`src/rtl/arb_age_pkg.sv`:
```
// Shared types and helpers for the age-based arbiter.
package arb_age_pkg;

  typedef enum logic {
    IDLE = 1'b0,
    BUSY = 1'b1
  } arb_state_e;

  localparam bit ACT_HIGH = 1'b1;
  localparam bit SEL_MAX  = 1'b0;

  // Selection key is {candidate bit, age}.
  function automatic int key_w(input int age_w);
    return age_w + 1;
  endfunction

endpackage

```
`src/rtl/arb_age_sel_minmax.sv`:
```
// Combinational max/min selector over IN values; ties resolve to the lowest index.
module sel_minmax #(
  parameter bit MINMAX_ = 1'b0,
  parameter int IN      = 8,
  parameter int DATA    = 5,
  parameter bit ACT     = 1'b1,
  localparam int IW     = (IN > 1) ? $clog2(IN) : 1
) (
  input  logic [IN-1:0][DATA-1:0] in_data,
  output logic [IW-1:0]           out_idx,
  output logic [IN-1:0]           out_vec,
  output logic [DATA-1:0]         out_val
);

  logic [IW-1:0]   best_idx;
  logic [DATA-1:0] best_val;
  logic [IN-1:0]   onehot;

  // Strict comparison keeps the earlier (lower) index on equal values.
  always_comb begin
    best_idx = '0;
    best_val = in_data[0];
    for (int i = 1; i < IN; i++) begin
      if (MINMAX_ == 1'b0 ? (in_data[i] > best_val) : (in_data[i] < best_val)) begin
        best_idx = IW'(i);
        best_val = in_data[i];
      end
    end
  end

  always_comb begin
    onehot  = '0;
    onehot[best_idx] = 1'b1;
    out_vec = ACT ? onehot : ~onehot;
    out_idx = best_idx;
    out_val = best_val;
  end

endmodule

```
`src/rtl/arb_age.sv`:
```
// Age-based arbiter: grants the longest-waiting requester and holds the grant
// until release, requester drop or hold timeout.
module arb_age
  import arb_age_pkg::*;
#(
  parameter int  REQ  = 8,
  parameter int  AGE  = 4,
  parameter int  HOLD = 16,
  localparam int IDX  = $clog2(REQ)
) (
  input  logic           clk,
  input  logic           reset_,
  input  logic [REQ-1:0] req,
  input  logic           rel,
  output logic [REQ-1:0] gnt,
  output logic [IDX-1:0] gnt_idx,
  output logic           busy,
  output logic           timeout
);

  localparam int KW = key_w(AGE);
  localparam int HW = $clog2(HOLD + 1);

  arb_state_e               state_q, state_d;
  logic [REQ-1:0][AGE-1:0]  age_q, age_d;
  logic [REQ-1:0]           gnt_q, gnt_d;
  logic [IDX-1:0]           gnt_idx_q, gnt_idx_d;
  logic                     busy_q, busy_d;
  logic                     timeout_q, timeout_d;
  logic [HW-1:0]            hold_q, hold_d;

  logic [REQ-1:0]           cand;
  logic [REQ-1:0][KW-1:0]   keys;
  logic [IDX-1:0]           win_idx;
  logic [REQ-1:0]           win_vec;
  logic [KW-1:0]            win_val;
  logic                     win_vld;
  logic                     drop, expire, end_c;

  // The current holder is masked so an end condition can hand over directly.
  always_comb begin
    cand = req & ~gnt_q;
    for (int i = 0; i < REQ; i++) begin
      keys[i] = {cand[i], age_q[i]};
    end
  end

  sel_minmax #(
    .MINMAX_ (SEL_MAX),
    .IN      (REQ),
    .DATA    (KW),
    .ACT     (ACT_HIGH)
  ) u_sel (
    .in_data (keys),
    .out_idx (win_idx),
    .out_vec (win_vec),
    .out_val (win_val)
  );

  assign win_vld = win_val[KW-1];
  assign drop    = ~req[gnt_idx_q];
  assign expire  = (hold_q == HW'(HOLD - 1));
  assign end_c   = rel | drop | expire;

  always_comb begin
    state_d   = state_q;
    gnt_d     = gnt_q;
    gnt_idx_d = gnt_idx_q;
    busy_d    = busy_q;
    hold_d    = hold_q;
    timeout_d = 1'b0;
    case (state_q)
      IDLE: begin
        if (win_vld) begin
          gnt_d     = win_vec;
          gnt_idx_d = win_idx;
          busy_d    = 1'b1;
          hold_d    = '0;
          state_d   = BUSY;
        end
      end
      BUSY: begin
        if (end_c) begin
          timeout_d = expire & ~rel & ~drop;
          hold_d    = '0;
          if (win_vld) begin
            gnt_d     = win_vec;
            gnt_idx_d = win_idx;
          end else begin
            gnt_d     = '0;
            gnt_idx_d = '0;
            busy_d    = 1'b0;
            state_d   = IDLE;
          end
        end else begin
          hold_d = hold_q + HW'(1);
        end
      end
      default: begin
        gnt_d     = '0;
        gnt_idx_d = '0;
        busy_d    = 1'b0;
        hold_d    = '0;
        state_d   = IDLE;
      end
    endcase
  end

  // Ages restart for idle requesters and for whoever holds or is about to hold.
  always_comb begin
    for (int i = 0; i < REQ; i++) begin
      if (!req[i] || gnt_q[i] || gnt_d[i]) begin
        age_d[i] = '0;
      end else if (age_q[i] != {AGE{1'b1}}) begin
        age_d[i] = age_q[i] + AGE'(1);
      end else begin
        age_d[i] = age_q[i];
      end
    end
  end

  always_ff @(posedge clk or negedge reset_) begin
    if (!reset_) begin
      state_q   <= IDLE;
      age_q     <= '0;
      gnt_q     <= '0;
      gnt_idx_q <= '0;
      busy_q    <= 1'b0;
      timeout_q <= 1'b0;
      hold_q    <= '0;
    end else begin
      state_q   <= state_d;
      age_q     <= age_d;
      gnt_q     <= gnt_d;
      gnt_idx_q <= gnt_idx_d;
      busy_q    <= busy_d;
      timeout_q <= timeout_d;
      hold_q    <= hold_d;
    end
  end

  assign gnt     = gnt_q;
  assign gnt_idx = gnt_idx_q;
  assign busy    = busy_q;
  assign timeout = timeout_q;

endmodule

```
`config.mk`:
```
export PLATFORM = sky130hd
export DESIGN_NAME = arb_age
export DESIGN_NICKNAME = d
export VERILOG_FILES = /design/src/rtl/arb_age_pkg.sv /design/src/rtl/arb_age_sel_minmax.sv /design/src/rtl/arb_age.sv
export SDC_FILE = /design/constraint.sdc
export NUM_CORES = 1
export LEC_CHECK = 0
export BUFFER_PORTS_ARGS = -buffer_cell sky130_fd_sc_hd__buf_2
export CAP_MARGIN = 25
export CORE_ASPECT_RATIO = 1.2
export CORE_MARGIN = 4
export CORE_UTILIZATION = 58
export DETAILED_ROUTE_END_ITERATION = 7
export HOLD_SLACK_MARGIN = 0.02
export PLACE_DENSITY = 0.76
export SLEW_MARGIN = 0
export SYNTH_ARGS = -nofsm -noshare
export SYNTH_HDL_FRONTEND = slang
export SYNTH_HIERARCHICAL = 1
export SYNTH_SLANG_ARGS = --single-unit
export TNS_END_PERCENT = 5
```
`constraint.sdc`:
```
create_clock -name clk -period 13.9 [get_ports clk]
set_input_delay 1.39 -clock clk [delete_from_list [all_inputs] [get_ports clk]]
set_output_delay 1.39 -clock clk [all_outputs]
set_load 0.03 [all_outputs]
```
# Word-level counts from Yosys, hierarchy flattened
# Cells that the tools add are included.
[totals]
reg_bits = 51
latch_bits = 0
ram_bits = 0
rom_bits = 0
inputBits = 11
out_inout_bits = 13
word_cells = 143
memories = 0
[classes]
addsub = 9
mul = 0
div_mod_pow = 0
magnitude_cmp = 10
n_eq_ne = 12
shifts = 0
n_mux = 54
bitwise = 9
n_reduce_logical = 35
[ops]
columns = ["op", "n"]
rows = [
  ["$mux 4", 16],
  ["$mux 5", 9],
  ["$gt 5x5->1", 7],
  ["$add 4x1->4 const B", 8],
  ["$ne 4x4->1 const B", 8],
  ["$mux 3", 9],
  ["$mux 8", 3],
  ["$logic_or 1x1->1", 16],
  ["$pmux 8 s2", 1],
  ["$reduce_bool 2->1", 8],
  ["$mux 1", 10],
  ["$pmux 5 s2", 1],
  ["$and 8x8->8", 1],
  ["$logic_not 1->1", 8],
  ["$lt 3x4->1 const B", 2],
  ["$not 8->8", 1],
  ["$pmux 3 s2", 1],
  ["$add 5x1->5 const B", 1],
  ["$eq 5x4->1 const B", 1],
  ["$ne 2x1->1 const B", 2],
  ["$pmux 1 s2", 2],
  ["$bmux 1 s3", 1],
  ["$demux 1 s3", 1],
  ["$ge 3x1->1 const B", 1],
  ["other kinds (7)", 11],
]

# Longest topological paths before layout
# Gate-level depths: netlist of the first run.
[depth]
word_depth = 25
ltp_mapped = 60
mapped_depth_nobuf = 56

# Modules after synthesis
# Netlist of the first run, hierarchy kept.
[modules_own_cells]
columns = ["module", "n_inst", "cells_each", "area_each_um2", "seq_area_each_um2"]
rows = [
  ["arb_age", 1, 256, 2628.8, 1276.2],
  ["sel_minmax", 1, 229, 1606.5, 0.0],
]

# Worst setup path after synthesis of the first run
# OpenSTA, ideal clock, no wires.
[synth_timing]
path_kind = "in2reg"
startpoint = "in req[0]"
endpoint = "reg hold_q[0]"
setup_ns = 0.083
arrival_ns = 11.240
slack_ns = 2.577
path_stages = 54
path_buffers = 4
cell_sequence = "nand2b_1 > inv_1 > inv_1 > ha_1 > a211oi_2 > a21o_4 > mux2_4 > ha_1 > nand2b_1 > a21oi_1 > nor3_1 > nor2_1 > mux2_4 > ha_1 > and4_1 > a21oi_1 > o21a_1 > buf_2 > (+18 left out) > o211ai_1 > a31oi_1 > and2_1 > clkbuf_1 > nand2_1 > o21a_1 > ha_1 > a211oi_1 > o21ai_0 > o211ai_1 > inv_1 > o31ai_1 > clkbuf_1 > inv_1 > ha_1 > clkbuf_1 > or2_2 > o21ai_0"
[synth_via]
elab_chain_len = 16
[synth_rtl]
columns = ["element", "line", "rtl"]
rows = [
  ["from (decl)", "arb_age.sv:13", "input logic [REQ-1:0] req,"],
  ["$and 8x8->8 (*)", "arb_age.sv:42", "cand = req & ~gnt_q;"],
  ["net cand[0]", "arb_age.sv:32", "logic [REQ-1:0] cand;"],
  ["$gt 5x5->1", "arb_age_sel_minmax.sv:24", "if (MINMAX_ == 1'b0 ? (in_data[i] > best_val) : (in_data[i] < best_val)) begin"],
  ["$mux 5 (*)", "arb_age_sel_minmax.sv:24", ""],
  ["$gt 5x5->1", "arb_age_sel_minmax.sv:24", ""],
  ["$mux 5 (*)", "arb_age_sel_minmax.sv:24", ""],
  ["$gt 5x5->1", "arb_age_sel_minmax.sv:24", ""],
  ["$mux 5 (*)", "arb_age_sel_minmax.sv:24", ""],
  ["(+2 left out)", "-", ""],
  ["$gt 5x5->1", "arb_age_sel_minmax.sv:24", ""],
  ["$mux 5 (*)", "arb_age_sel_minmax.sv:24", ""],
  ["$gt 5x5->1", "arb_age_sel_minmax.sv:24", ""],
  ["$mux 5 (*)", "arb_age_sel_minmax.sv:24", ""],
  ["$gt 5x5->1", "arb_age_sel_minmax.sv:24", ""],
  ["$mux 5 (*)", "arb_age_sel_minmax.sv:24", ""],
  ["net win_val[4]", "arb_age.sv:36", "logic [KW-1:0] win_val;"],
  ["$ne 2x1->1 (no source line) (*)", "-", ""],
  ["to (signal assigned)", "arb_age.sv:138", "hold_q <= hold_d;"],
  ["to (decl)", "arb_age.sv:30", "logic [HW-1:0] hold_q, hold_d;"],
]
# Mark *: on every way through the listed nets, which the timed path passes. The rest lies on a longest branch. The select of a mux whose other input is x is not followed.
# A chain may end at the register's enable or synchronous reset.

# Worst setup path in the final report of the first run
[layout_timing]
startpoint = "in req[0]"
endpoint = "reg gnt_idx_q[0], in the netlist gnt_idx[0]"
[layout_via]
elab_chain_len = 18
[layout_rtl]
columns = ["element", "line", "rtl"]
rows = [
  ["$and 8x8->8 (*)", "arb_age.sv:42", ""],
  ["net cand[0]", "arb_age.sv:32", ""],
  ["$gt 5x5->1", "arb_age_sel_minmax.sv:24", ""],
  ["$mux 5 (*)", "arb_age_sel_minmax.sv:24", ""],
  ["$gt 5x5->1", "arb_age_sel_minmax.sv:24", ""],
  ["$mux 5 (*)", "arb_age_sel_minmax.sv:24", ""],
  ["$gt 5x5->1", "arb_age_sel_minmax.sv:24", ""],
  ["$mux 5 (*)", "arb_age_sel_minmax.sv:24", ""],
  ["(+4 left out)", "-", ""],
  ["$gt 5x5->1", "arb_age_sel_minmax.sv:24", ""],
  ["$mux 5 (*)", "arb_age_sel_minmax.sv:24", ""],
  ["$gt 5x5->1", "arb_age_sel_minmax.sv:24", ""],
  ["$mux 5 (*)", "arb_age_sel_minmax.sv:24", ""],
  ["net win_val[4]", "arb_age.sv:36", ""],
  ["$mux 3", "arb_age.sv:86", "if (win_vld) begin"],
  ["$mux 3", "arb_age.sv:83", "if (end_c) begin"],
  ["$pmux 3 s2", "arb_age.sv:72", "case (state_q)"],
  ["to (signal assigned)", "arb_age.sv:135", "gnt_idx_q <= gnt_idx_d;"],
  ["to (decl)", "arb_age.sv:27", "logic [IDX-1:0] gnt_idx_q, gnt_idx_d;"],
]
# Marks and branches as above.

==> flow_summary.json, run 1 <==
{
  "cp.required_ps": 14140,
  "status": "finished, final reports clean",
  "cp_common_cell": "ha_1",
  "postSynthAreaPerCell_um2": 8.78,
  "stdcell_area_um2": 4510,
  "hold_path_depth": 2,
  "hp-class": "reg2reg",
  "post_drt_via_cell_ratio": 6.25,
  "rows": 33,
  "via_count": 3693,
  "hold_buffers": 0,
  "skew_ps": 10.3,
  "crit_buf_inv": 7,
  "fillers": 565,
  "drc": 0,
  "wl_um": 9820,
  "die_w_um": 85.6,
  "preCtsSetupSlack_ps": 1450,
  "crit_slowest_cell": "o22ai_1",
  "most-common-layout-cells": "dfrtp_1, ha_1, nor3_1, inv_1, nand2_1",
  "antenna_left": 0,
  "synthCells": 477,
  "die_area_um2": 8650,
  "grt_pass1_wl_um": 17000,
  "cts_setup_buffers": 0,
  "drive_gt1_frac": 0.119,
  "r2r_cells": 51,
  "finish.utilization": 0.650,
  "worstPathArrival_ps": 12660,
  "finalSetupViolCount": 0,
  "cts_buffers": 5,
  "drv_cap": 0,
  "path_class": "in2reg",
  "synthesis.nets": 534,
  "cts_tree": "built",
  "end_kind": "flip-flop",
  "start_kind": "input port",
  "fin_crit_sh": 0.893,
  "cts.sinks": 51,
  "n_antenna_cell": 0,
  "tightest_slew_ps": 852,
  "antenna_found_initial": 0,
  "slowest_delay_ps": 470,
  "period_needed_ps": 12420,
  "ioPinCount": 24,
  "area_growth_pct": 7.77,
  "cp_top_family": "compound AO/OA/AOI/OAI gates",
  "post_cts_resized": 0,
  "first_pass_iters": 5,
  "hold_viol": 0,
  "dpl_cell_area_um2": 4390,
  "syn_area_um2": 4190,
  "grt-ovfl-total": 0,
  "dp_hpwl_um": 7510,
  "finalSetupTns_ps": 0,
  "io_buffers": 23,
  "cp_max_fo": 14,
  "clk_latency_ps": 310,
  "htreeDepth": 2,
  "cts_buffer_depth": 2,
  "core_area_um2": 6940,
  "setup_slack_ps": 1480,
  "r2r_slack_ps": 2160,
  "path_depth": 52,
  "clk_pin_slew_ps": 100,
  "rsz0062_at_grt": "no",
  "grt_max_degree": 52,
  "slew_violations": 0,
  "grt_pass1_vias": 3690,
  "wl_per_cell_um": 16.6,
  "layout.nets": 560,
  "initial_core_util": 0.604,
  "relSlewSlack": 0.432,
  "fmax_ghz": 0.0805,
  "place_congestion": 0.956,
  "synth_warnings": 6,
  "drt_iter0_drc": 125,
  "ctsRootBufferMaster": "clkbuf_8",
  "fp.dieH_um": 101,
  "final_common_cell": "dfrtp_1",
  "grt_use_total": 0.243
}
[through the flow]
| stage | instances | hold slack, ps |
|---|---|---|
| 2_1_floorplan | 477 | 449 |
| 3_3_place_gp | 583 | 466 |
| 3_5_place_dp | 583 | 476 |
| 4_1_cts | 591 | 498 |
| 5_1_grt | 591 | 525 |
| 6_report | 591 | 492 |
[per-layer routing]
layer / share of wire / vias to the layer above / GRT usage
met1: 0.44 / 1755 / 0.301
met5: 0 / - / 0
li1: - / 1816 / -
met4: 0.027 / 0 / 0.0987
met2: 0.49 / 98 / 0.420
met3: 0.045 / 24 / 0.0376
[sequential cells by signal (all words and copies together) (netlist names)]
signal	cells
timeout	1
gnt_idx	3
busy	1
age_q	32
hold_q	5
state_q	1
gnt	8
[worst min-delay path, stage by stage, from the launching register on]
cell and delay, ps:
dfrtp_1 350, nand2_1 50, o31ai_1 60
[final cells by class]
| cell class | instances | area (um2) | share of cell area |
|---|---|---|---|
| clock inverters | 2 | 38.8 | 0.00860 |
| clock buffers | 6 | 82.6 | 0.0183 |
| well taps | 87 | 109 | 0.0241 |
| multi-input cells | 379 | 2720 | 0.602 |
| inverters | 40 | 150 | 0.0333 |
| flip-flops and latches | 51 | 1280 | 0.283 |
| repair buffers | 26 | 138 | 0.0305 |
[final timing paths]
path | end | startpoint
worst min-delay path | hold_q[4]$_DFFE_PN0P_ | hold_q[4]$_DFFE_PN0P_
max in group asynchronous | hold_q[2]$_DFFE_PN0P_ | reset_
min in group asynchronous | age_q[30]$_DFFE_PN0P_ | reset_
worst min register to register | hold_q[4]$_DFFE_PN0P_ | hold_q[4]$_DFFE_PN0P_
worst max-delay path | gnt_idx[0]$_DFFE_PN0P_ | req[0]
worst max register to register | gnt_idx[0]$_DFFE_PN0P_ | gnt[0]$_DFF_PN0_
Power of run 1 is not shown: default switching activity piles up to over one toggle a cycle in this logic, so the estimate is an artifact.
==> run 2: changes to the inputs <==
Settings changed: CELL_PAD_IN_SITES_DETAIL_PLACEMENT from default to 1, CELL_PAD_IN_SITES_GLOBAL_PLACEMENT from default to 2, CORE_UTILIZATION 58 to 39, PLACE_DENSITY 0.76 to default, PLACE_DENSITY_LB_ADDON from default to 0.1.
==> run 2 against run 1 <==
Effect of this change: non-clock buffer count did not move; clock skew is 5.9 ps lower; sequential share of layout area fell by 0.51 points; final area up 1.8%; worst hold slack lost 4.6 ps; wire length rose by 17%; sequential cell count unchanged; register-to-register slack got worse by 110 ps; critical path depth grew 1.
==> flow_summary.json, run 2 (same netlist as run 1, synthesis figures left out) <==
{
  "cts_tree": "built",
  "stdcell_area_um2": 4590,
  "antenna_found_initial": 0,
  "drc": 0,
  "most-common-layout-cells": "dfrtp_1, ha_1, nor3_1, inv_1, nand2_1",
  "cts.sinks": 51,
  "cp.required_ps": 14120,
  "period_needed_ps": 12530,
  "fin_crit_sh": 0.902,
  "initial_core_util": 0.398,
  "core_area_um2": 10500,
  "path_class": "in2reg",
  "rsz0062_at_grt": "no",
  "dpl_cell_area_um2": 4440,
  "final_common_cell": "dfrtp_1",
  "grt_pass1_wl_um": 19000,
  "hp-class": "reg2reg",
  "slowest_delay_ps": 480,
  "drt_iter0_drc": 113,
  "regMostFlops": "age_q",
  "grt_pass1_vias": 3784,
  "grt_max_degree": 52,
  "hold_buffers": 0,
  "grt-ovfl-total": 0,
  "fmax_ghz": 0.0798,
  "area_growth_pct": 9.74,
  "end_kind": "flip-flop",
  "cts_buffer_depth": 2,
  "worstPathArrival_ps": 12760,
  "fp.dieH_um": 121,
  "n_antenna_cell": 0,
  "wl_per_cell_um": 18.1,
  "first_pass_iters": 4,
  "cp_max_fo": 14,
  "hold_path_depth": 2,
  "worstHoldStart": "hold_q[4]$_DFFE_PN0P_",
  "cts_setup_buffers": 0,
  "grt_use_total": 0.194,
  "worstHoldEndpoint": "hold_q[4]$_DFFE_PN0P_",
  "cp_common_cell": "ha_1",
  "relSlewSlack": 0.428,
  "r2r_slack_ps": 2050,
  "post_drt_via_cell_ratio": 5.85,
  "place_congestion": 0.861,
  "ioPinCount": 24,
  "io_buffers": 23,
  "r2r_cells": 52,
  "slew_violations": 0,
  "drv_cap": 0,
  "clk_latency_ps": 300,
  "cts_buffers": 5,
  "antenna_left": 0,
  "clk_pin_slew_ps": 80,
  "wl_um": 11500,
  "ctsRootBufferMaster": "clkbuf_16",
  "start_kind": "input port",
  "dp_hpwl_um": 8990,
  "htreeDepth": 2,
  "fillers": 1264,
  "layout.nets": 560,
  "via_count": 3701,
  "worstReg2RegEnd": "gnt_idx[1]$_DFFE_PN0P_",
  "hold_viol": 0,
  "largest_reg_flops": 32,
  "finalSetupTns_ps": 0,
  "die_w_um": 103,
  "finalSetupViolCount": 0,
  "crit_slowest_cell": "o22ai_1",
  "drive_gt1_frac": 0.119,
  "skew_ps": 4.39,
  "status": "finished, final reports clean",
  "post_cts_resized": 0,
  "rows": 41,
  "tightest_slew_ps": 859,
  "reg2reg_from": "gnt[0]$_DFF_PN0_",
  "die_area_um2": 12500
}
[run 2: stage by stage]
stage	worst slack, ps	hold slack (ps)	utilization	cells
2_1_floorplan	2730	449	-	477
3_3_place_gp	1200	463	0.422	625
3_5_place_dp	987	475	0.422	625
4_1_cts	1260	494	0.437	633
5_1_grt	370	522	0.437	633
6_report	1370	488	0.437	633
[run 2: per-layer routing]
layer,global-route usage,vias up,share of wire
met2,0.342,36,0.52
met1,0.248,1841,0.45
li1,-,1814,-
met4,0.0476,0,0.014
met5,0,-,0
met3,0.0230,10,0.020
[run 2: critical path: cells and delay by family]
family                     cells  cell delay, ps
buffers and inverters          8             880
muxes                          4            1270
adders and majority gates      8            2110
and+or+nand+nor               11            1920
AOI/OAI and AO/OA             22            5120
[run 2: final cells by class]
class,count,area [um2],area share
multi-input cells,379,2720,0.592
clock buffers,5,125,0.0272
clock inverters,3,26.3,0.00572
flip-flops and latches,51,1280,0.278
inverters,40,150,0.0327
well taps,129,161,0.0351
repair buffers,26,138,0.0300
[run 2: worst max path at each step]
stage	from	endpoint	slack, ps	cells past startpoint
3_5_place_dp	req[0]	gnt_idx[0]$_DFFE_PN0P_	990	53
4_1_cts	req[0]	gnt_idx[0]$_DFFE_PN0P_	1260	53
6_report	req[0]	gnt_idx[1]$_DFFE_PN0P_	1370	53
5_1_grt	req[0]	gnt_idx[1]$_DFFE_PN0P_	370	55
3_3_place_gp	req[0]	age_q[7]$_DFFE_PN0P_	1200	53
2_1_floorplan	req[0]	hold_q[0]$_DFFE_PN0P_	2730	54
Power of run 2 is left out for the same reason.
